## config.mk

```make
export PLATFORM = sky130hd
export DESIGN_NAME = fix_tx_loader
export DESIGN_NICKNAME = d
export VERILOG_FILES = /design/src/rtl/fix_tx_pkg.sv /design/src/rtl/ram.sv /design/src/rtl/fix_tx_loader.sv
export SDC_FILE = /design/constraint.sdc
export NUM_CORES = 2
export LEC_CHECK = 0
export CELL_PAD_IN_SITES_DETAIL_PLACEMENT = 0
export CELL_PAD_IN_SITES_GLOBAL_PLACEMENT = 1
export CORE_MARGIN = 1
export CORE_UTILIZATION = 55
export CTS_CLUSTER_SIZE = 14
export DETAILED_ROUTE_END_ITERATION = 10
export PLACE_DENSITY_LB_ADDON = 0.1
export SETUP_SLACK_MARGIN = 0.5
export SKIP_LAST_GASP = 1
export SLEW_MARGIN = 0
export SYNTH_ARGS = -nofsm -noshare
export SYNTH_HDL_FRONTEND = slang
export SYNTH_SLANG_ARGS = --single-unit
```

## constraint.sdc

```tcl
create_clock -name clk -period 9.9 [get_ports clk]
set_clock_uncertainty 0.05 [all_clocks]
set_input_delay 2.475 -clock clk [delete_from_list [all_inputs] [get_ports clk]]
set_output_delay 2.475 -clock clk [all_outputs]
set_load 0.01 [all_outputs]
```

## src/rtl/fix_tx_pkg.sv

```systemverilog
// Shared constants for the FIX transmit loader: FSM encodings, register map,
// command/status bit positions and the STATUS packing helper.
package fix_tx_pkg;

    typedef logic [2:0] state_t;

    localparam state_t ST_IDLE  = 3'd0;
    localparam state_t ST_FETCH = 3'd1;
    localparam state_t ST_WAIT  = 3'd2;
    localparam state_t ST_SEND  = 3'd3;
    localparam state_t ST_DONE  = 3'd4;

    localparam logic [2:0] REG_CTRL  = 3'd0;
    localparam logic [2:0] REG_DATA  = 3'd1;
    localparam logic [2:0] REG_COUNT = 3'd2;
    localparam logic [2:0] REG_DEST  = 3'd3;

    localparam int CMD_START = 0;
    localparam int CMD_CLEAR = 1;

    localparam int STAT_BUSY  = 0;
    localparam int STAT_DONE  = 1;
    localparam int STAT_OVF   = 2;
    localparam int STAT_REJ   = 3;
    localparam int STAT_EMPTY = 4;

    function automatic logic [7:0] pack_status(input logic busy, input logic done,
                                               input logic ovf, input logic rej,
                                               input logic empty);
        logic [7:0] s;
        s             = 8'h00;
        s[STAT_BUSY]  = busy;
        s[STAT_DONE]  = done;
        s[STAT_OVF]   = ovf;
        s[STAT_REJ]   = rej;
        s[STAT_EMPTY] = empty;
        return s;
    endfunction

endpackage

```

## src/rtl/ram.sv

```systemverilog
// Single-port synchronous RAM with registered read data (one-cycle read latency).
module ram #(
    parameter int ADDR_WIDTH = 8,
    parameter int DATA_WIDTH = 8
) (
    input  logic                  clk,
    input  logic                  we,
    input  logic [DATA_WIDTH-1:0] data,
    input  logic [ADDR_WIDTH-1:0] addr,
    output logic [DATA_WIDTH-1:0] q
);

    logic [DATA_WIDTH-1:0] mem_r [2**ADDR_WIDTH];

    // Write port plus registered read of the addressed word.
    always_ff @(posedge clk) begin
        if (we) begin
            mem_r[addr] <= data;
        end
        q <= mem_r[addr];
    end

endmodule

```

## src/rtl/fix_tx_loader.sv

```systemverilog
// Host-written FIX message buffer that streams its bytes to the engine over a
// valid/ready handshake once the host issues START.
module fix_tx_loader
    import fix_tx_pkg::*;
#(
    parameter int ADDR_WIDTH = 8,
    parameter int DATA_WIDTH = 8
) (
    input  logic                  clk,
    input  logic                  reset,
    input  logic [2:0]            slave_address,
    input  logic                  slave_read,
    output logic [7:0]            slave_readdata,
    input  logic                  slave_write,
    input  logic [DATA_WIDTH-1:0] slave_writedata,
    output logic [DATA_WIDTH-1:0] msg_data,
    output logic                  msg_valid,
    input  logic                  msg_ready,
    output logic                  msg_last,
    output logic                  msg_dest,
    output logic                  msg_done
);

    localparam int CNT_W = ADDR_WIDTH + 1;
    localparam logic [CNT_W-1:0]      CNT_ZERO = CNT_W'(0);
    localparam logic [CNT_W-1:0]      CNT_ONE  = CNT_W'(1);
    localparam logic [CNT_W-1:0]      CNT_FULL = CNT_W'(2**ADDR_WIDTH);
    localparam logic [ADDR_WIDTH-1:0] PTR_ZERO = ADDR_WIDTH'(0);
    localparam logic [ADDR_WIDTH-1:0] PTR_ONE  = ADDR_WIDTH'(1);

    state_t                state_r;
    logic [CNT_W-1:0]      count_r;
    logic [ADDR_WIDTH-1:0] wr_ptr_r;
    logic [ADDR_WIDTH-1:0] rd_ptr_r;
    logic                  dest_r;
    logic                  done_flag_r;
    logic                  ovf_r;
    logic                  rej_r;

    logic                  busy_s;
    logic                  empty_s;
    logic                  full_s;
    logic                  last_s;
    logic                  ctrl_wr_s;
    logic                  data_wr_s;
    logic                  dest_wr_s;
    logic                  start_s;
    logic                  clear_s;
    logic                  ram_we_s;
    logic [ADDR_WIDTH-1:0] ram_addr_s;
    logic [DATA_WIDTH-1:0] ram_q_s;

    assign busy_s    = (state_r != ST_IDLE);
    assign empty_s   = (count_r == CNT_ZERO);
    assign full_s    = (count_r == CNT_FULL);
    assign last_s    = ({1'b0, rd_ptr_r} == (count_r - CNT_ONE));
    assign ctrl_wr_s = slave_write && (slave_address == REG_CTRL);
    assign data_wr_s = slave_write && (slave_address == REG_DATA);
    assign dest_wr_s = slave_write && (slave_address == REG_DEST);
    assign start_s   = ctrl_wr_s && slave_writedata[CMD_START];
    assign clear_s   = ctrl_wr_s && slave_writedata[CMD_CLEAR];

    // Writes are barred while busy, so the single RAM port never contends.
    assign ram_we_s   = data_wr_s && !busy_s && !full_s && !reset;
    assign ram_addr_s = busy_s ? rd_ptr_r : wr_ptr_r;

    ram #(
        .ADDR_WIDTH(ADDR_WIDTH),
        .DATA_WIDTH(DATA_WIDTH)
    ) buffer (
        .clk (clk),
        .we  (ram_we_s),
        .data(slave_writedata),
        .addr(ram_addr_s),
        .q   (ram_q_s)
    );

    // Buffer bookkeeping, sticky flags and the streaming FSM.
    always_ff @(posedge clk) begin
        if (reset) begin
            state_r     <= ST_IDLE;
            count_r     <= CNT_ZERO;
            wr_ptr_r    <= PTR_ZERO;
            rd_ptr_r    <= PTR_ZERO;
            dest_r      <= 1'b0;
            done_flag_r <= 1'b0;
            ovf_r       <= 1'b0;
            rej_r       <= 1'b0;
            msg_data    <= DATA_WIDTH'(0);
            msg_valid   <= 1'b0;
            msg_last    <= 1'b0;
            msg_dest    <= 1'b0;
            msg_done    <= 1'b0;
        end else if (clear_s) begin
            state_r     <= ST_IDLE;
            count_r     <= CNT_ZERO;
            wr_ptr_r    <= PTR_ZERO;
            rd_ptr_r    <= PTR_ZERO;
            done_flag_r <= 1'b0;
            ovf_r       <= 1'b0;
            rej_r       <= 1'b0;
            msg_valid   <= 1'b0;
            msg_last    <= 1'b0;
            msg_done    <= 1'b0;
        end else begin
            msg_done <= 1'b0;
            if (dest_wr_s) begin
                if (busy_s) rej_r  <= 1'b1;
                else        dest_r <= slave_writedata[0];
            end
            if (data_wr_s) begin
                if (busy_s) begin
                    rej_r <= 1'b1;
                end else if (full_s) begin
                    ovf_r <= 1'b1;
                end else begin
                    count_r  <= count_r + CNT_ONE;
                    wr_ptr_r <= wr_ptr_r + PTR_ONE;
                end
            end
            if (start_s && busy_s) begin
                rej_r <= 1'b1;
            end
            case (state_r)
                ST_IDLE: begin
                    if (start_s && !empty_s) begin
                        msg_dest    <= dest_r;
                        done_flag_r <= 1'b0;
                        rd_ptr_r    <= PTR_ZERO;
                        state_r     <= ST_FETCH;
                    end
                end
                ST_FETCH: state_r <= ST_WAIT;
                ST_WAIT: begin
                    msg_data  <= ram_q_s;
                    msg_last  <= last_s;
                    msg_valid <= 1'b1;
                    state_r   <= ST_SEND;
                end
                ST_SEND: begin
                    if (msg_ready) begin
                        msg_valid <= 1'b0;
                        msg_last  <= 1'b0;
                        if (last_s) begin
                            msg_done <= 1'b1;
                            state_r  <= ST_DONE;
                        end else begin
                            rd_ptr_r <= rd_ptr_r + PTR_ONE;
                            state_r  <= ST_FETCH;
                        end
                    end
                end
                ST_DONE: begin
                    done_flag_r <= 1'b1;
                    count_r     <= CNT_ZERO;
                    wr_ptr_r    <= PTR_ZERO;
                    state_r     <= ST_IDLE;
                end
                default: state_r <= ST_IDLE;
            endcase
        end
    end

    // Registered read data: STATUS/COUNT/DEST as seen at the read edge.
    always_ff @(posedge clk) begin
        if (reset) begin
            slave_readdata <= 8'h00;
        end else if (slave_read) begin
            case (slave_address)
                REG_CTRL:  slave_readdata <= pack_status(busy_s, done_flag_r, ovf_r, rej_r, empty_s);
                REG_COUNT: slave_readdata <= 8'(count_r);
                REG_DEST:  slave_readdata <= {7'b0000000, dest_r};
                default:   slave_readdata <= 8'h00;
            endcase
        end else begin
            slave_readdata <= 8'h00;
        end
    end

endmodule
```

==> results.yml <==
timing:
  relSlewSlack_pct: 15.5
  fin_setup_tns_ns: 0
  finalHoldViolCount: 0
  max_freq_ghz: 0.167
  rsz0062_at_grt: "false"
  min_period_ns: 5.99
  setup_viol: 0
  finalCritPeriodShare_pct: 60.5
  maxSlewViolCount: 0
  tightest_slew_ns: 1.23
critical_path:
  cp-end-kind: "register"
  crit_path_frequent_cell: "nand4_1"
  slowest_delay_ns: 1.02
  crit_fanout: 218
  worst-setup-path-type: "reg -> reg"
  critPathRequiredTime_ns: 10.51
  crit_path_cell_trace: "or4b_4, nand2_4, buf_12, buf_4, nand2_1, nand3_1, nand4_1, a41oi_1, a2111oi_1, nand4_1"
  setup.worst_path.start_class: "register"
  worstPathArrival_ns: 6.60
  slowest_stage: "dfxtp_1"
clock_tree:
  post-cts-setup-buffer-count: 0
  cts_root_buf: "clkbuf_16"
  cts_hold_buf: 0
  clock_sinks: 2108
  cts_buffers: 205
  cts_buffer_depth: 3
  cts_tree: "yes"
  ctsResizeCount: 0
  htree_num_levels: 4
  insertion_delay_ns: 0.83
  path_clk_slew_ns: 0.06
synthesis:
  synth_top_cell_by_area: "edfxtp_1"
  synth_area_mm2: 0.0840
  synthSimpleGateAreaFrac_pct: 13.8
  synth_top_family_by_area: "simple AND/OR/NAND/NOR gates"
  synthAdderAreaFrac_pct: 0.0744
  synthCells: 6148
  yosysMostFrequentCell: "edfxtp_1"
  ys_seq_area_share_pct: 74.6
  synth_nets: 6169
  synthMuxAreaShare_pct: 2.42
  synth_compound_area_share_pct: 6.47
  ys_ff_latch: 2108
  synth_edf_count: 2048
  async_flop_share_pct: 0
  netlist.area_leader.share_pct: 73.2
  synth_warnings: 0
  synth_top_flop_cell: "edfxtp_1"
  synth.distinct_cells: 80
  syn_avg_cell_area_um2: 13.7
  synth.area.top_cells: "edfxtp_1 73%, nand2_1 6.4%, nand3_1 3.2%"
  synth_commonest_cells: "2,048 x edfxtp_1, 1,423 x nand2_1, 529 x nand3_1, 330 x nor2_1, 216 x a31oi_1"
  synthXorXnorAreaFrac_pct: 0.261
die:
  die_h_um: 393
  die_x_um: 393
  core_mm2: 0.152
  num_rows: 143
  start_util_pct: 55.4
  design.die.area_mm2: 0.154
  io_pins: 36
route:
  ant_nets: 0
  drc: 0
  drt_pre_antenna_iters: 6
  drt-total-wl_um: 238000
  avgViaCountPerCell: 6.30
  routedWlPerCell_um: 28.9
  initialDrtViolationCount: 6507
  vias: 52000
final_layout:
  regArea_mm2: 0.0627
  fillerInstances: 11700
  fin_nets: 6065
  area_growth_syn_to_layout_pct: 10.3
  multiInputGateArea_mm2: 0.0195
  drive_gt1_share_pct: 6.95
  final_cell_area_mm2: 0.0927
run:
  maxCapViolCount: 0
placed_design:
  io_buffers: 35
  gp_congestion: 0.884
  postPlaceCellArea_mm2: 0.0861
  dp_hpwl_um: 139000
global_route:
  grt_remaining_overflow: 0
  antenna_found_initial: 10
  grt_first_pass_wirelength_um: 343000
  grt_pass1_vias: 50100
  grt_max_degree: 219
  gr-usage-all-layers_pct: 31.0
power:
  max-vdd-ir-drop_uv: 199
  power_density_mw_per_mm2: 203
  leakagePower_nw: 30.8
min_path:
  hold_path.class: "reg -> reg"
status:
  status: "completed"
==> cell families after synthesis <==
logic type	count (synthesis)
AO/OA/AOI/OAI	722
XOR/XNOR	25
AND/OR/NAND/NOR	2643
flip-flops	2108
buffers and inverters	446
multiplexers	199
adder cells (fa/ha/maj)	5
==> cell type report <==
cell class,instances,share of cell area (%)
diodes,3,0.00810
clock inverters,112,1.29
flip-flops and latches,2108,67.6
well taps,2030,2.74
multi-input cells,3594,21.0
clock buffers,269,5.89
inverters,6,0.0243
repair buffers,129,1.40
==> stage by stage <==
step | power, mW | std cells | util, % | setup slack (ns) | hold WS [ns]
2_1_floorplan | 10.7 | 6148 | - | 5.15 | 0.390
3_3_place_gp | 11.2 | 7866 | 56.7 | 2.72 | 0.399
3_5_place_dp | 11.2 | 7867 | 56.7 | 3.06 | 0.401
4_1_cts | 18.8 | 8248 | 61.1 | 3.94 | 0.410
5_1_grt | 19.3 | 8248 | 61.1 | 3.54 | 0.436
6_report | 18.8 | 8251 | 61.1 | 3.91 | 0.412
==> worst max-delay path: cells and delay by family, from the launching register on <==
kind / cells / cell delay, ns
AOI/OAI and AO/OA: 2 / 1.28
and+or+nand+nor: 6 / 2.09
DFF: 1 / 1.02
buffers and inverters: 2 / 1.02
==> report_power, final <==
part	switching [mW]	total, mW	internal [mW]
Sequential	0.0439	9.84	9.80
Clock	3.30	7.76	4.46
Combinational	0.881	1.18	0.301
==> routing by layer <==
metal	wire, um	track usage [%]
met3	21200	5.35
met1	98900	44.9
met2	110000	48.0
met5	70	0
met4	7750	10.2
==> cell usage in the layout (no fill, tap or decap), types with 11 or more instances in the layout <==
master,n
edfxtp_1,2048
nand2_1,1414
nand3_1,529
nor2_1,322
a31oi_1,215
clkbuf_16,209
and3_1,194
mux2i_1,193
a211oi_1,189
buf_4,78
nand4_1,68
dfxtp_1,60
clkbuf_1,59
a32oi_1,53
a21oi_1,50
clkinv_1,45
a311oi_1,31
o2111ai_1,31
a222oi_1,30
clkinv_2,27
clkdlybuf4s50_1,27
bufinv_16,22
a32o_1,17
and4_1,17
a41oi_1,16
buf_12,16
nor3_1,15
xnor2_1,14
nand2b_1,11
xor2_1,11
==> sequential cells by signal, indices dropped and copies added (netlist names) <==
name / count
buffer.mem_r: 2048
buffer.q: 8
count_r: 9
dest_r: 1
done_flag_r: 1
msg_data: 8
msg_dest: 1
msg_done: 1
msg_last: 1
msg_valid: 1
ovf_r: 1
rd_ptr_r: 8
rej_r: 1
slave_readdata: 8
state_r: 3
wr_ptr_r: 8
==> path summary, 6_finish.rpt <==
kind | startpoint | to | slack [ns] | depth (start not counted)
worst max register to register | state_r[0]$_SDFFE_PP0P_ | buffer.q[2]$_DFF_P_ | 3.91 | 10
worst min register to register | msg_dest$_SDFFE_PP0P_ | msg_dest$_SDFFE_PP0P_ | 0.41 | 2
worst min-delay path | msg_dest$_SDFFE_PP0P_ | msg_dest$_SDFFE_PP0P_ | 0.41 | 2
worst max-delay path | state_r[0]$_SDFFE_PP0P_ | buffer.q[2]$_DFF_P_ | 3.91 | 10
No activity file was read; power rests on OpenSTA's default activity.
